[config.mk]
export PLATFORM = sky130hd
export DESIGN_NAME = pe_ctrl
export DESIGN_NICKNAME = d
export VERILOG_FILES = /design/src/rtl/pe_ctrl_pkg.sv /design/src/rtl/pe_ctrl.sv
export SDC_FILE = /design/constraint.sdc
export NUM_CORES = 1
export LEC_CHECK = 0
export ABC_CLOCK_PERIOD_IN_PS = 2800
export CAP_MARGIN = 40
export CORE_UTILIZATION = 53
export CTS_BUF_LIST = sky130_fd_sc_hd__clkbuf_4 sky130_fd_sc_hd__clkbuf_8 sky130_fd_sc_hd__clkbuf_16
export DETAILED_ROUTE_END_ITERATION = 16
export PLACE_DENSITY_LB_ADDON = 0.25
export RECOVER_POWER = 50
export REMOVE_ABC_BUFFERS = 1
export SLEW_MARGIN = 10
export SYNTH_ARGS = -nofsm -noshare
export SYNTH_HDL_FRONTEND = slang
export SYNTH_SLANG_ARGS = --single-unit
[constraint.sdc]
create_clock -name clk -period 2.8 [get_ports clk]
set_input_delay 0.56 -clock clk [delete_from_list [all_inputs] [get_ports clk]]
set_output_delay 0.56 -clock clk [all_outputs]
set_load 0.005 [all_outputs]
[src/rtl/pe_ctrl_pkg.sv]
// Shared types for the PE sequencer: FSM states, mux select encodings,
// pe_resp bit positions and the registered control-output bundle.
package pe_ctrl_pkg;

  typedef enum logic [3:0] {
    S_IDLE,
    S_CLR,
    S_BIAS_LD,
    S_BIAS_ADD,
    S_LOAD,
    S_MUL_LD,
    S_MUL,
    S_MUL_WAIT,
    S_ADD,
    S_ADD_WAIT,
    S_ACC_WR,
    S_POOL,
    S_OUT,
    S_DONE
  } state_e;

  localparam logic SEL_ACTN_CONV = 1'b0;
  localparam logic SEL_ACTN_POOL = 1'b1;
  localparam logic SEL_WT_WEIGHT = 1'b0;
  localparam logic SEL_WT_BIAS   = 1'b1;
  localparam logic SEL_ADD_MULT  = 1'b0;
  localparam logic SEL_ADD_BIAS  = 1'b1;
  localparam logic SEL_OUT_ACC   = 1'b0;
  localparam logic SEL_OUT_POOL  = 1'b1;

  localparam int RESP_MUL = 0;
  localparam int RESP_ADD = 1;

  typedef struct packed {
    logic start_rdy;
    logic busy;
    logic in_rdy;
    logic actn_in_sel;
    logic wt_in_sel;
    logic add_in_sel;
    logic pe_out_sel;
    logic acc_clr;
    logic mult_load;
    logic mult_en;
    logic add_en;
    logic acc_wr_en;
    logic of_rf_wr_en;
    logic out_vld;
  } ctrl_t;

  localparam ctrl_t CTRL_RST = '{start_rdy: 1'b1, default: 1'b0};

  // Control outputs are a pure function of the state being entered, so
  // registering this decode gives glitch-free strobes aligned with the state.
  function automatic ctrl_t decode_ctrl(input state_e s, input logic pool,
                                        input logic load_open);
    ctrl_t c;
    c             = '0;
    c.start_rdy   = (s == S_IDLE);
    c.busy        = (s != S_IDLE);
    c.in_rdy      = (s == S_BIAS_LD) || ((s == S_LOAD) && load_open);
    c.actn_in_sel = (s == S_POOL) ? SEL_ACTN_POOL : SEL_ACTN_CONV;
    c.wt_in_sel   = ((s == S_BIAS_LD) || (s == S_BIAS_ADD)) ? SEL_WT_BIAS : SEL_WT_WEIGHT;
    c.add_in_sel  = (s == S_BIAS_ADD) ? SEL_ADD_BIAS : SEL_ADD_MULT;
    c.pe_out_sel  = ((s == S_OUT) || (s == S_DONE)) && pool ? SEL_OUT_POOL : SEL_OUT_ACC;
    c.acc_clr     = (s == S_CLR);
    c.mult_load   = (s == S_MUL_LD);
    c.mult_en     = (s == S_MUL);
    c.add_en      = (s == S_BIAS_ADD) || (s == S_ADD);
    c.acc_wr_en   = (s == S_ACC_WR);
    c.of_rf_wr_en = (s == S_OUT);
    c.out_vld     = (s == S_DONE);
    return c;
  endfunction

endpackage

[src/rtl/pe_ctrl.sv]
// Job sequencer for one PE datapath (conv MAC window or max-pool window).
// Optional watchdog on pe_resp waits: define PE_CTRL_TIMEOUT_EN.
module pe_ctrl
  import pe_ctrl_pkg::*;
#(
  parameter int LEN_W       = 8,
  parameter int TIMEOUT_CYC = 64
) (
  input  logic             clk,
  input  logic             rst,
  input  logic             start,
  output logic             start_rdy,
  input  logic             cfg_pool,
  input  logic             cfg_bias,
  input  logic [LEN_W-1:0] cfg_len,
  input  logic             in_vld,
  output logic             in_rdy,
  output logic             actn_in_sel,
  output logic             wt_in_sel,
  output logic             add_in_sel,
  output logic             pe_out_sel,
  output logic             if_rf_wr_en,
  output logic             wt_rf_wr_en,
  output logic             of_rf_wr_en,
  output logic             if_rf_rd_en,
  output logic             wt_rf_rd_en,
  output logic             of_rf_rd_en,
  output logic             mult_en,
  output logic             mult_load,
  output logic             add_en,
  output logic             acc_wr_en,
  output logic             acc_clr,
  input  logic [1:0]       pe_resp,
  output logic             out_vld,
  input  logic             out_rdy,
  output logic             busy,
  output logic             err
);

  state_e           state_q, state_d;
  logic [LEN_W-1:0] cnt_q, cnt_d;
  logic [LEN_W-1:0] len_q, len_d;
  logic             pool_q, pool_d;
  logic             bias_q, bias_d;
  logic             bias_phase_q, bias_phase_d;
  logic             entry_q, entry_d;
  ctrl_t            ctrl_q, ctrl_d;
  logic             xfer;

`ifdef PE_CTRL_TIMEOUT_EN
  localparam int WDOG_W = $clog2(TIMEOUT_CYC + 1);
  logic [WDOG_W-1:0] wdog_q, wdog_d;
  logic              err_q, err_d;
`else
  // Keeps the parameter referenced in the build without the watchdog.
  logic [31:0] unused_timeout;
  assign unused_timeout = TIMEOUT_CYC;
`endif

  assign xfer = in_vld & ctrl_q.in_rdy;

  always_comb begin
    // NOTE: every variable gets a default first so no path can infer a latch.
    state_d      = state_q;
    cnt_d        = cnt_q;
    len_d        = len_q;
    pool_d       = pool_q;
    bias_d       = bias_q;
    bias_phase_d = bias_phase_q;
`ifdef PE_CTRL_TIMEOUT_EN
    wdog_d       = '0;
    err_d        = 1'b0;
`endif

    unique case (state_q)
      S_IDLE: begin
        if (start) begin
          pool_d       = cfg_pool;
          bias_d       = cfg_bias;
          len_d        = cfg_len;
          cnt_d        = '0;
          bias_phase_d = 1'b0;
          state_d      = S_CLR;
        end
      end
      S_CLR: begin
        if (!pool_q && bias_q) begin
          bias_phase_d = 1'b1;
          state_d      = S_BIAS_LD;
        end else begin
          // An empty window skips straight past LOAD.
          state_d = (cnt_q == len_q) ? S_OUT : S_LOAD;
        end
      end
      S_BIAS_LD:  if (xfer) state_d = S_BIAS_ADD;
      S_BIAS_ADD: state_d = S_ADD_WAIT;
      S_LOAD: begin
        if (cnt_q == len_q) state_d = S_OUT;
        else if (xfer)      state_d = pool_q ? S_POOL : S_MUL_LD;
      end
      S_MUL_LD:   state_d = S_MUL;
      S_MUL:      state_d = S_MUL_WAIT;
      // Done flags may still be stale from the previous op in the entry cycle.
      S_MUL_WAIT: if (!entry_q && pe_resp[RESP_MUL]) state_d = S_ADD;
      S_ADD:      state_d = S_ADD_WAIT;
      S_ADD_WAIT: if (!entry_q && pe_resp[RESP_ADD]) state_d = S_ACC_WR;
      S_ACC_WR: begin
        if (bias_phase_q) bias_phase_d = 1'b0;
        else              cnt_d        = cnt_q + 1'b1;
        state_d = (cnt_d == len_q) ? S_OUT : S_LOAD;
      end
      S_POOL: begin
        cnt_d   = cnt_q + 1'b1;
        state_d = (cnt_d == len_q) ? S_OUT : S_LOAD;
      end
      S_OUT:  state_d = S_DONE;
      S_DONE: if (out_rdy) state_d = S_IDLE;
      default: state_d = S_IDLE;
    endcase

`ifdef PE_CTRL_TIMEOUT_EN
    // A response arriving on the last allowed cycle still wins over the abort.
    if (((state_q == S_MUL_WAIT) || (state_q == S_ADD_WAIT)) && (state_d == state_q)) begin
      if (wdog_q == WDOG_W'(TIMEOUT_CYC - 1)) begin
        state_d = S_IDLE;
        err_d   = 1'b1;
      end else begin
        wdog_d = wdog_q + 1'b1;
      end
    end
`endif

    entry_d = (state_d != state_q);
    ctrl_d  = decode_ctrl(state_d, pool_d, cnt_d != len_d);
  end

  // NOTE: sequential state uses non-blocking assignments only, so every flop
  // samples the pre-edge values regardless of process ordering.
  always_ff @(posedge clk or posedge rst) begin
    if (rst) begin
      state_q      <= S_IDLE;
      cnt_q        <= '0;
      len_q        <= '0;
      pool_q       <= 1'b0;
      bias_q       <= 1'b0;
      bias_phase_q <= 1'b0;
      entry_q      <= 1'b0;
      ctrl_q       <= CTRL_RST;
    end else begin
      state_q      <= state_d;
      cnt_q        <= cnt_d;
      len_q        <= len_d;
      pool_q       <= pool_d;
      bias_q       <= bias_d;
      bias_phase_q <= bias_phase_d;
      entry_q      <= entry_d;
      ctrl_q       <= ctrl_d;
    end
  end

`ifdef PE_CTRL_TIMEOUT_EN
  always_ff @(posedge clk or posedge rst) begin
    if (rst) begin
      wdog_q <= '0;
      err_q  <= 1'b0;
    end else begin
      wdog_q <= wdog_d;
      err_q  <= err_d;
    end
  end
  assign err = err_q;
`else
  assign err = 1'b0;
`endif

  assign start_rdy   = ctrl_q.start_rdy;
  assign busy        = ctrl_q.busy;
  assign in_rdy      = ctrl_q.in_rdy;
  assign actn_in_sel = ctrl_q.actn_in_sel;
  assign wt_in_sel   = ctrl_q.wt_in_sel;
  assign add_in_sel  = ctrl_q.add_in_sel;
  assign pe_out_sel  = ctrl_q.pe_out_sel;
  assign acc_clr     = ctrl_q.acc_clr;
  assign mult_load   = ctrl_q.mult_load;
  assign mult_en     = ctrl_q.mult_en;
  assign add_en      = ctrl_q.add_en;
  assign acc_wr_en   = ctrl_q.acc_wr_en;
  assign of_rf_wr_en = ctrl_q.of_rf_wr_en;
  assign out_vld     = ctrl_q.out_vld;

  // RF writes qualify the registered in_rdy with in_vld so the data is
  // captured in the transfer cycle itself.
  assign if_rf_wr_en = xfer & (state_q == S_LOAD);
  assign wt_rf_wr_en = xfer & ((state_q == S_BIAS_LD) | ~pool_q);

  assign if_rf_rd_en = 1'b0;
  assign wt_rf_rd_en = 1'b0;
  assign of_rf_rd_en = 1'b0;

endmodule

==> summary.md, run 1 <==
| Metric | Value |
|---|---|
| Outcome | completed |
| Final Hold Viols | 0 |
| Slew Viols, Final | 0 |
| Post-synth top area cell | dfrtp_1 |
| #FFs+latches synth | 38 |
| Row count | 22 |
| Share of cells above drive strength 1 | 11.9% |
| Clock Pin Slew Worst Setup and Hold Paths | 0.08 ns |
| Hold_sp | cnt_q[7]$_DFF_PP0_ |
| Vias in the first global route | 1,745 |
| Post-detail-place hpwl | 3.27 mm |
| Area grow syn2layout | 23.6% |
| CP Class | register to output port |
| Crit-path max FO | 15 |
| Initial antenna violation count | 0 |
| Warnings, synthesis | 0 |
| Maximum vdd drop | 0.000756 V |
| Clock sinks | 38 |
| Post-Syn Area | 2140 sq um |
| Minimum clock period | 2.56 ns |
| CTS tree | done |
| Post-synth top cells | dfrtp_1 (37), nor2_1 (28), nand2_1 (21), a21oi_1 (14), o21ai_0 (14) |
| PD cells | 1070 nW/um^2 |
| Total Power | 2.83 mW |
| Clock buffer depth | 2 |
| Clock Latency Late Sink | 0.30 ns |
| First-pass GRT wire length | 8.18 mm |
| Ys async rst share | 100% |
| Synth area leaders | dfrtp_1 (43%), mux2_2 (5.3%), nor2_1 (4.9%) |
| Cts repair resizes | 0 |
| Largest net degree at the start of global routing | 39 |
| DR DRC count | 0 |
| Post-synth top area share | 43.3% |
| Routability congestion estimate | 0.889 |
| Synth unique cells | 43 |
| Area of the core | 3770 sq um |
| CP required | 2.24 ns |
| Starting DRT DRC Count | 256 |
| Vias per cell | 5.80 |
| Mapped Cells | 234 |
| Final net count | 287 |
| Main synth FF type | dfrtp_1 |
| Crit path launch | state_q[0]$_DFF_PP0_ |
| Max Freq | 391 MHz |
| Routed len/inst | 14.7 um |
| Final WL | 4.66 mm |
| Die area | 4290 sq um |
| Vias | 1,843 |
| Htree depth | 2 |
| Antenna fix cells | 0 |
| Slew margin rel. | 39.7% |
| # Max-Cap Violations | 0 |
| Post-synthesis sequential area ratio | 44.5% |
| Worst-Margin Slew | 0.905 ns |
| Final Cycle Share | 91.3% |
| Sequential cell area | 952 sq um |
| Fillers | 310 |
| CTS hold repair buffers | 0 |
| Critical Path Start Type | register |
| Static leakage | 1.08 nW |
| Avg Cell Area, Syn | 9.14 sq um |
| Fin Setup TNS | 0 ns |
| Chip height | 65.5 um |
| First-pass detailed-route iteration total | 5 |
| Io pins | 37 |
| Final ANT Viol Nets | 0 |
| WP data arrival | 2.00 ns |
| Die X | 65.5 um |
| Clock skew | 0.0110 ns |
| Buffer type at the clock tree root | clkbuf_8 |
| Worst Setup End Kind | output port |
| Post CTS Setup Buffer Count | 0 |
| Footprint of the multi-input gates | 1090 sq um |
| Initial Util | 56.7% |
| Min-delay worst type | register to register |
| Setup violators final | 0 |
| Count leader, synth | dfrtp_1 |
| Port bufs | 32 |
| RSZ-0062 raised after global routing | false |
| Reg-to-reg startpoint | cnt_q[6]$_DFF_PP0_ |
| Total track usage | 25.7% |
| Count of flip-flops with a built-in enable after synthesis | 0 |
| Total CTS buffers | 5 |
| Global route overflow | 0 |
[power by group]
| part | leakage, nW | total [mW] | switching, mW | internal, mW |
|---|---|---|---|---|
| clock network | 0.0683 | 0.563 | 0.206 | 0.357 |
| logic | 0.529 | 1.32 | 0.675 | 0.642 |
| registers | 0.487 | 0.955 | 0.224 | 0.730 |
| total | 1.08 | 2.83 | 1.11 | 1.73 |
[per-stage QoR]
step	std cells	worst slack, ns	hold slack, ns	utilization (%)	cell area (sq um)
after detailed placement	310	0.184	0.497	66.5	2510
after global placement	310	0.260	0.485	66.5	2510
after global routing	318	0.0811	0.542	70.1	2640
after floorplan	223	0.428	0.471	-	2070
after CTS	318	0.250	0.510	70.1	2650
final	318	0.244	0.507	70.1	2640
[flip-flops by register name (all words and copies together) (netlist names)]
signal and cells:
bias_phase_q 1, wt_in_sel 1, in_rdy 1, acc_clr 1, len_q 8, pe_out_sel 1, busy 1, entry_q 1
pool_q 1, mult_en 1, actn_in_sel 1, acc_wr_en 1, bias_q 1, add_en 1, of_rf_wr_en 1, cnt_q 8
out_vld 1, start_rdy 1, add_in_sel 1, mult_load 1, state_q 4
[cell families after synthesis]
group                      count (synthesis)  synth area share [%]
buffers and inverters                     22                  4.92
muxes                                     10                  5.27
AOI/OAI and AO/OA                         52                  14.7
and+or+nand+nor                           96                  24.0
DFF                                       38                  44.5
xor gates and xnor gates                  14                  5.73
other                                      1                 0.175
adders and majority gates                  1                 0.585
[worst paths after layout]
path                       depth (start not counted)                    to  slack, ns
max                                                4           if_rf_wr_en       0.24
min                                                1    cnt_q[7]$_DFF_PP0_       0.51
max reg2reg                                        7      in_rdy$_DFF_PP0_       0.25
min reg2reg                                        1    cnt_q[7]$_DFF_PP0_       0.51
max in group asynchronous                          3    cnt_q[6]$_DFF_PP0_       1.26
min in group asynchronous                          3  state_q[3]$_DFF_PP0_       0.97
[metal layers]
metal | track usage [%] | share of wire (%)
met1 | 37.3 | 46
met2 | 35.7 | 45
met3 | 5.03 | 6.8
met4 | 13.9 | 2.0
met5 | 0 | 0
[cells in the final DEF, fill, tap and decap left out, drive strengths merged, types with 2 or more instances in the layout]
cell | Yosys | layout
nor2 | 28 | 28
dlygate4sd3 | 0 | 3
a211oi | 3 | 3
nand2b | 8 | 8
o31ai | 2 | 2
o41ai | 4 | 4
a31oi | 4 | 4
or4 | 2 | 2
o22ai | 4 | 4
nor3b | 3 | 3
inv | 8 | 8
dfrtp | 37 | 37
nor4 | 2 | 2
nand3 | 5 | 5
a21oi | 14 | 14
clkdlybuf4s50 | 0 | 29
xnor2 | 11 | 11
nor3 | 13 | 13
nand2 | 21 | 21
conb | 1 | 4
clkbuf | 8 | 6
bufinv | 0 | 2
nor4b | 2 | 2
buf | 6 | 6
o21ai | 15 | 15
xor2 | 3 | 3
nor2b | 6 | 6
mux2 | 10 | 10
[critical path: stages, from the launching register on]
cell,delay (ns)
dfrtp_1,0.56
nor2_1,0.29
nand3_1,0.18
nor2_1,0.16
clkdlybuf4s50_1,0.51
[final cells by class]
cell class | count | area share, %
Clock buffer | 5 | 2.60
Clock inverter | 3 | 2.60
Inverter | 8 | 1.14
Multi-Input combinational cell | 177 | 41.3
Sequential cell | 38 | 36.0
Tap cell | 48 | 2.27
Timing Repair Buffer | 39 | 14.0
Power figures use the tool's default switching activity.
==> run 2, diff against run 1 <==
--- a/config.mk
+++ b/config.mk
@@ -5,15 +5,16 @@
 export SDC_FILE = /design/constraint.sdc
 export NUM_CORES = 1
 export LEC_CHECK = 0
+export ABC_AREA = 1
 export ABC_CLOCK_PERIOD_IN_PS = 2800
 export CAP_MARGIN = 40
-export CORE_UTILIZATION = 53
+export CORE_UTILIZATION = 54
 export CTS_BUF_LIST = sky130_fd_sc_hd__clkbuf_4 sky130_fd_sc_hd__clkbuf_8 sky130_fd_sc_hd__clkbuf_16
 export DETAILED_ROUTE_END_ITERATION = 16
 export PLACE_DENSITY_LB_ADDON = 0.25
 export RECOVER_POWER = 50
 export REMOVE_ABC_BUFFERS = 1
-export SLEW_MARGIN = 10
+export SLEW_MARGIN = 20
 export SYNTH_ARGS = -nofsm -noshare
 export SYNTH_HDL_FRONTEND = slang
 export SYNTH_SLANG_ARGS = --single-unit
==> run 2 against run 1 <==
Register-to-register slack better by 0.28 ns; flip-flop and latch count did not move; synthesized cell count increased by 54%; fmax is 0.20% lower; largest cell class unchanged.
==> summary.md, run 2 <==
| Metric | Value |
|---|---|
| CP required | 2.24 ns (about the same) |
| Total CTS buffers | 5 (unchanged) |
| Clock skew | 0.00473 ns (was 0.0110 ns) |
| Clock buffer depth | 2 (unchanged) |
| First-pass GRT wire length | 10.1 mm (was 8.18 mm) |
| Final ANT Viol Nets | 0 (unchanged) |
| Critical Path Start Type | register (unchanged) |
| CTS tree | done (unchanged) |
| Vias | 2,464 (was 1,843) |
| Final net count | 413 (was 287) |
| PD cells | 999 nW/um^2 (was 1070 nW/um^2) |
| Ys async rst share | 100% (unchanged) |
| Cts repair resizes | 0 (unchanged) |
| Share of cells above drive strength 1 | 10.4% (was 11.9%) |
| CTS hold repair buffers | 0 (unchanged) |
| Slew margin rel. | 38.9% (was 39.7%) |
| Port bufs | 32 (unchanged) |
| Crit-path max FO | 6 (was 15) |
| Final Hold Viols | 0 (unchanged) |
| Clock Power Share | 19.3% (was 19.9%) |
| Post-synthesis sequential area ratio | 38.4% (was 44.5%) |
| Clock Latency Late Sink | 0.29 ns (was 0.30 ns) |
| Setup violators final | 0 (unchanged) |
| Vias in the first global route | 2,170 (was 1,745) |
| Avg Cell Area, Syn | 6.89 sq um (was 9.14 sq um) |
| Post-Syn Area | 2480 sq um (was 2140 sq um) |
| Clock Pin Slew Worst Setup and Hold Paths | 0.07 ns (was 0.08 ns) |
| Count of flip-flops with a built-in enable after synthesis | 0 (unchanged) |
| Die area | 4870 sq um (was 4290 sq um) |
| Most frequent cells in the layout | nand2_1 (98), nand3_1 (55), inv_1 (44), dfrtp_1 (37), nor2_1 (28) (was dfrtp_1 (37), clkdlybuf4s50_1 (29), nor2_1 (28), nand2_1 (21)) |
| Power Internal | 1.65 mW (was 1.73 mW) |
| Post CTS Setup Buffer Count | 0 (unchanged) |
| Post-synth top area share | 37.3% (was 43.3%) |
| Non-filler instance count after layout | 448 (was 318) |
| RSZ-0062 raised after global routing | false (unchanged) |
| Worst Setup End Kind | output port (unchanged) |
| Area grow syn2layout | 19.7% (was 23.6%) |
| Routed len/inst | 13.3 um (was 14.7 um) |
| Final Cycle Share | 91.5% (was 91.3%) |
| Count leader, synth | nand2_1 (was dfrtp_1) |
| Sw Pwr | 1.32 mW (was 1.11 mW) |
| Clock sinks | 38 (unchanged) |
| Fin Setup TNS | 0 ns (unchanged) |
| #FFs+latches synth | 38 (unchanged) |
| Total track usage | 26.2% (was 25.7%) |
| Slew Viols, Final | 0 (unchanged) |
| Main synth FF type | dfrtp_1 (unchanged) |
| Warnings, synthesis | 0 (unchanged) |
| Initial Util | 56.6% (was 56.7%) |
| Min-delay worst type | register to register (unchanged) |
| Buffer type at the clock tree root | clkbuf_8 (unchanged) |
| # Max-Cap Violations | 0 (unchanged) |
| Post-detail-place hpwl | 4.49 mm (was 3.27 mm) |
| Max Freq | 391 MHz (about the same) |
| Post-synth top cells | nand2_1 (98), nand3_1 (55), inv_1 (43), dfrtp_1 (37), nor2_1 (28) (was dfrtp_1 (37), nor2_1 (28), nand2_1 (21), a21oi_1 (14), o21ai_0 (14)) |
| Mapped Cells | 360 (was 234) |
| Maximum vdd drop | 0.000497 V (was 0.000756 V) |
| DR DRC count | 0 (unchanged) |
| Worst-Margin Slew | 0.916 ns (was 0.905 ns) |
| Synth unique cells | 31 (was 43) |
| Row count | 24 (was 22) |
| Initial antenna violation count | 0 (unchanged) |
| Top flop regs | cnt_q x8, len_q x8, state_q x4 (unchanged) |
| CP Class | register to output port (unchanged) |
| Most common cell after layout, fill and taps aside | nand2_1 (was dfrtp_1) |
| Area of the core | 4380 sq um (was 3770 sq um) |
| Placed cell count | 440 (was 310) |
| Minimum clock period | 2.56 ns (about the same) |
| Seq pwr share | 31.4% (was 33.7%) |
| Synth area leaders | dfrtp_1 (37%), nand2_1 (15%), nand3_1 (11%) (was dfrtp_1 (43%), mux2_2 (5.3%), nor2_1 (4.9%)) |
| Die X | 69.8 um (was 65.5 um) |
| Routability congestion estimate | 0.899 (was 0.889) |
| Htree depth | 2 (unchanged) |
| Vias per cell | 5.50 (was 5.80) |
| WP data arrival | 2.00 ns (about the same) |
| Starting DRT DRC Count | 247 (was 256) |
| Post-synth top area cell | dfrtp_1 (unchanged) |
| Combinational power share | 49.3% (was 46.5%) |
| Sw frac | 44.3% (was 39.0%) |
| Antenna fix cells | 0 (unchanged) |
| Global route overflow | 0 (unchanged) |
| Outcome | completed (unchanged) |
| Static leakage | 1.46 nW (was 1.08 nW) |
| Io pins | 37 (unchanged) |
| Chip height | 69.8 um (was 65.5 um) |
| First-pass detailed-route iteration total | 5 (unchanged) |
| Final WL | 5.95 mm (was 4.66 mm) |
| Largest net degree at the start of global routing | 39 (unchanged) |
| Fillers | 392 (was 310) |
## run 2: cell count changes after synthesis, moves of 6 or more
cell | previous run | this run
nand2b_1 | 8 | 0
nand2_2 | 0 | 9
mux2_2 | 10 | 0
inv_1 | 8 | 43
inv_2 | 0 | 8
nand4_1 | 1 | 9
nor2_2 | 0 | 6
nand3_1 | 5 | 55
xnor2_1 | 11 | 0
nor3_1 | 13 | 4
nor2b_1 | 6 | 0
nand2_1 | 21 | 98
a21oi_1 | 14 | 8
## run 2: path summary, 6_finish.rpt
kind / from / endpoint / slack [ns] / cells past startpoint
setup reg to reg: bias_phase_q$_DFFE_PP0P_ / of_rf_wr_en$_DFF_PP0_ / 0.53 / 12
hold / removal: bias_q$_DFFE_PP0P_ / bias_q$_DFFE_PP0P_ / 0.49 / 2
max in group asynchronous: rst / cnt_q[3]$_DFF_PP0_ / 1.23 / 3
min in group asynchronous: rst / len_q[6]$_DFF_PP0_ / 1.00 / 3
hold reg to reg: bias_q$_DFFE_PP0P_ / bias_q$_DFFE_PP0P_ / 0.49 / 2
setup / recovery: state_q[2]$_DFF_PP0_ / wt_rf_wr_en / 0.24 / 6
## run 2: logic make-up (layout without fill, tap and decap cells)
family	count (synthesis)	in the layout	share of synthesized area (%)
AND/OR/NAND/NOR	217	217	40.4
adder cells (fa/ha/maj)	1	1	0.504
other	1	4	0.151
XOR/XNOR	3	3	1.06
flip-flops	38	38	38.4
buffers and inverters	63	96	10.9
AO/OA/AOI/OAI	37	37	8.62
## run 2: area by class of cell
| type | instances | area (sq um) | share of cell area [%] |
|---|---|---|---|
| Sequential cell | 38 | 952 | 32.1 |
| Timing Repair Buffer | 35 | 340 | 11.5 |
| Tap cell | 52 | 65.1 | 2.19 |
| Clock buffer | 6 | 82.6 | 2.78 |
| Multi-Input combinational cell | 262 | 1270 | 42.8 |
| Inverter | 53 | 199 | 6.70 |
| Clock inverter | 2 | 60.1 | 2.02 |
## run 2: routing by layer
metal  wire length, um  up-vias  track usage [%]
li1                  -     1223                -
met1              2870     1121             39.9
met2              2530      113             37.9
met3               471        7             4.07
met4                74        0             8.44
met5                 0        -                0
## run 2: worst max-delay path, cell delays in order (launching register included)
cell	delay, ns
dfrtp_1	0.47
nor2_1	0.26
inv_1	0.09
nor2_1	0.16
inv_1	0.09
a21oi_1	0.13
clkdlybuf4s50_1	0.51
## run 2: stage by stage
step	util, %	worst slack, ns	hold WS [ns]	area, sq um	power (mW)
2_1_floorplan	-	1.02	0.449	2420	1.94
3_3_place_gp	64.5	0.504	0.465	2830	2.36
3_5_place_dp	64.5	0.482	0.465	2830	2.38
4_1_cts	67.8	0.241	0.486	2970	2.97
5_1_grt	67.7	0.0810	0.503	2970	3.22
6_report	67.7	0.239	0.488	2970	2.97
## run 2: power by group through the flow
stage | registers, mW | clock network [mW] | logic [mW]
3_3_place_gp | 0.933 | 0 | 1.43
2_1_floorplan | 0.897 | 0 | 1.05
5_1_grt | 0.953 | 0.606 | 1.67
4_1_cts | 0.928 | 0.588 | 1.45
3_5_place_dp | 0.939 | 0 | 1.45
6_report | 0.931 | 0.572 | 1.46
==> run 3, diff against run 2 <==
--- a/config.mk
+++ b/config.mk
@@ -8,13 +8,15 @@
 export ABC_AREA = 1
 export ABC_CLOCK_PERIOD_IN_PS = 2800
 export CAP_MARGIN = 40
-export CORE_UTILIZATION = 54
+export CELL_PAD_IN_SITES_DETAIL_PLACEMENT = 2
+export CELL_PAD_IN_SITES_GLOBAL_PLACEMENT = 2
+export CORE_UTILIZATION = 30
 export CTS_BUF_LIST = sky130_fd_sc_hd__clkbuf_4 sky130_fd_sc_hd__clkbuf_8 sky130_fd_sc_hd__clkbuf_16
 export DETAILED_ROUTE_END_ITERATION = 16
 export PLACE_DENSITY_LB_ADDON = 0.25
 export RECOVER_POWER = 50
 export REMOVE_ABC_BUFFERS = 1
-export SLEW_MARGIN = 20
+export SLEW_MARGIN = 10
 export SYNTH_ARGS = -nofsm -noshare
 export SYNTH_HDL_FRONTEND = slang
 export SYNTH_SLANG_ARGS = --single-unit
==> run 3 against run 2 <==
Critical path depth stayed put; register-to-register slack better by 0.02 ns; non-clock buffer count is 1 higher; die area is 77% higher; final area is 1.5% higher; sequential power is 1% lower; sequential share of layout area is 0.47 points lower; clock skew is 0.0061 ns higher; via count is 1.4% higher; count of clock-buffer cells in the layout is 1 lower; routed wire length is 39% higher; flip-flop and latch count stayed put.
==> summary.md, run 3 (synthesized netlist as in run 2, its figures left out) <==
| Metric | Value |
|---|---|
| Clock buffer depth | 2 (unchanged) |
| Final Hold Viols | 0 (unchanged) |
| Minimum clock period | 2.68 ns (was 2.56 ns) |
| Antenna fix cells | 0 (unchanged) |
| Slew Viols, Final | 0 (unchanged) |
| Slowest cell on crit path | clkdlybuf4s50_1 (unchanged) |
| Crit-path max FO | 6 (unchanged) |
| CP dominant cell by count | inv_1 |
| Area of the core | 7850 sq um (was 4380 sq um) |
| Initial antenna violation count | 0 (unchanged) |
| Final ANT Viol Nets | 0 (unchanged) |
| Vias in the first global route | 2,723 (was 2,170) |
| Final Cycle Share | 95.8% (was 91.5%) |
| Crit path launch | state_q[2]$_DFF_PP0_ (unchanged) |
| Vias | 2,499 (was 2,464) |
| Outcome | completed (unchanged) |
| Fin worst setup slack | 0.118 ns (was 0.239 ns) |
| Hold Path Cell Cnt | 2 (unchanged) |
| Share of cells above drive strength 1 | 10.8% (was 10.4%) |
| Delay-heaviest family, CP | buffers and inverters (unchanged) |
| CP required | 2.24 ns (about the same) |
| Reg-to-reg endpoint | of_rf_wr_en$_DFF_PP0_ (unchanged) |
| Final WL | 8.27 mm (was 5.95 mm) |
| Min-delay worst type | register to register (unchanged) |
| CTS tree | done (unchanged) |
| Worst Setup EP | wt_rf_wr_en (unchanged) |
| Buffer type at the clock tree root | clkbuf_8 (unchanged) |
| Final net count | 414 (was 413) |
| Design Area, Final | 3010 sq um (was 2970 sq um) |
| Static leakage | 1.44 nW (was 1.46 nW) |
| PD cells | 1000 nW/um^2 (was 999 nW/um^2) |
| Vias per cell | 5.01 (was 5.50) |
| Chip height | 92.9 um (was 69.8 um) |
| Placed cell areas | 2900 sq um (was 2830 sq um) |
| Total CTS buffers | 5 (unchanged) |
| First-pass detailed-route iteration total | 4 (was 5) |
| Routed len/inst | 16.6 um (was 13.3 um) |
| Io pins | 37 (unchanged) |
| # Max-Cap Violations | 0 (unchanged) |
| Routability congestion estimate | 0.893 (was 0.899) |
| WP data arrival | 2.12 ns (was 2.00 ns) |
| Top flop regs | cnt_q x8, len_q x8, state_q x4 (unchanged) |
| Die area | 8640 sq um (was 4870 sq um) |
| CP Cell Sequence | nor2_2 > inv_1 > nor2_1 > inv_1 > a21oi_1 > clkdlybuf4s50_1 (was nor2_1 > inv_1 > nor2_1 > inv_1 > a21oi_1 > clkdlybuf4s50_1) |
| Slew margin rel. | 29.0% (was 38.9%) |
| R2R depth | 14 (was 12) |
| Clock sinks | 38 (unchanged) |
| R2R setup slack | 0.55 ns (was 0.53 ns) |
| Reg-to-reg startpoint | state_q[0]$_DFF_PP0_ (was bias_phase_q$_DFFE_PP0P_) |
| Most frequent cells in the layout | nand2_1 (98), nand3_1 (55), inv_1 (44), dfrtp_1 (37), clkdlybuf4s50_1 (28) (was nand2_1 (98), nand3_1 (55), inv_1 (44), dfrtp_1 (37), nor2_1 (28)) |
| Max Freq | 373 MHz (was 391 MHz) |
| Worst path depth | 6 (unchanged) |
| Clock Latency Late Sink | 0.31 ns (was 0.29 ns) |
| Placed cell count | 491 (was 440) |
| Htree depth | 2 (unchanged) |
| RSZ-0062 raised after global routing | false (unchanged) |
| Maximum vdd drop | 0.000261 V (was 0.000497 V) |
| DR DRC count | 0 (unchanged) |
| Bufs and invs on worst path | 3 (unchanged) |
| Worst-Margin Slew | 1.07 ns (was 0.916 ns) |
| Largest net degree at the start of global routing | 39 (unchanged) |
| Post-detail-place hpwl | 6.30 mm (was 4.49 mm) |
| Clock skew | 0.0109 ns (was 0.00473 ns) |
| Non-filler instance count after layout | 499 (was 448) |
| Setup violators final | 0 (unchanged) |
| First-pass GRT wire length | 13.9 mm (was 10.1 mm) |
| CP Class | register to output port (unchanged) |
| Starting DRT DRC Count | 75 (was 247) |
| Row count | 32 (was 24) |
| Area grow syn2layout | 21.4% (was 19.7%) |
| Most common cell after layout, fill and taps aside | nand2_1 (unchanged) |
| Critical Path Start Type | register (unchanged) |
| Initial Util | 31.6% (was 56.6%) |
| CP max stage delay | 0.53 ns (was 0.51 ns) |
| Port bufs | 32 (unchanged) |
| Placement Setup Slack | 0.396 ns (was 0.482 ns) |
| Clock Pin Slew Worst Setup and Hold Paths | 0.09 ns (was 0.07 ns) |
| Global route overflow | 0 (unchanged) |
| Total track usage | 20.9% (was 26.2%) |
| Fin Setup TNS | 0 ns (unchanged) |
| Worst Setup End Kind | output port (unchanged) |
| Die X | 92.9 um (was 69.8 um) |
==> run 3: cell count changes in the layout (fill, tap and decap cells not counted) <==
cell | before | now
buf_4 | 2 | 3
bufinv_16 | 2 | 1
clkbuf_8 | 6 | 5
clkdlybuf4s50_1 | 27 | 28
clkinvlp_4 | 0 | 2
dlygate4sd3_1 | 5 | 4
nor2_1 | 28 | 27
nor2_2 | 6 | 7
==> run 3: layout make-up <==
cell class / count / area, sq um
clock buffers: 5 / 68.8
clock inverters: 3 / 45.0
fillers: 977 / 4830
inverters: 53 / 199
multi-input cells: 262 / 1270
flip-flops and latches: 38 / 952
well taps: 102 / 128
repair buffers: 36 / 348
==> run 3: what timing repair did <==
action                     in CTS  in global routing
setup endpoints to repair       0                  1
hold buffers                    0                  0
gates resized for setup         0                  1
buffers inserted                0                  0
==> run 3: where the power goes <==
group / leakage, nW / internal [mW] / switching (mW)
Sequential: 0.491 / 0.743 / 0.179
Clock: 0.0504 / 0.266 / 0.244
Combinational: 0.902 / 0.540 / 1.05
==> run 3: per-stage QoR <==
| step | util, % | total power, mW | hold WS, ns |
|---|---|---|---|
| 2_1_floorplan | - | 1.94 | 0.449 |
| 3_3_place_gp | 36.9 | 2.45 | 0.472 |
| 3_5_place_dp | 36.9 | 2.54 | 0.470 |
| 4_1_cts | 38.4 | 3.07 | 0.494 |
| 5_1_grt | 38.4 | 3.30 | 0.540 |
| 6_report | 38.4 | 3.02 | 0.489 |
==> run 3: how the worst min path moves through the flow <==
stage                                   from            endpoint  slack, ns
after floorplan           bias_q$_DFFE_PP0P_  bias_q$_DFFE_PP0P_       0.45
after global placement    bias_q$_DFFE_PP0P_  bias_q$_DFFE_PP0P_       0.47
after detailed placement  bias_q$_DFFE_PP0P_  bias_q$_DFFE_PP0P_       0.47
after CTS                 bias_q$_DFFE_PP0P_  bias_q$_DFFE_PP0P_       0.49
after global routing      bias_q$_DFFE_PP0P_  bias_q$_DFFE_PP0P_       0.54
final                     bias_q$_DFFE_PP0P_  bias_q$_DFFE_PP0P_       0.49
==> run 3: worst min-delay path, delay by kind of cell, from the launching register on <==
family | cells | cell delay (ns)
and+or+nand+nor | 2 | 0.10
DFF | 1 | 0.36
==> run 3: per-layer routing <==
| layer | track usage [%] | routed length [um] | part of all wire, % | vias to the layer above |
|---|---|---|---|---|
| met5 | 0 | 0 | 0 | - |
| met4 | 5.38 | 89 | 1.1 | 0 |
| met3 | 2.71 | 205 | 2.5 | 7 |
| met2 | 34.6 | 3820 | 46 | 38 |
| met1 | 28.4 | 4160 | 50 | 1230 |
| li1 | - | - | - | 1224 |
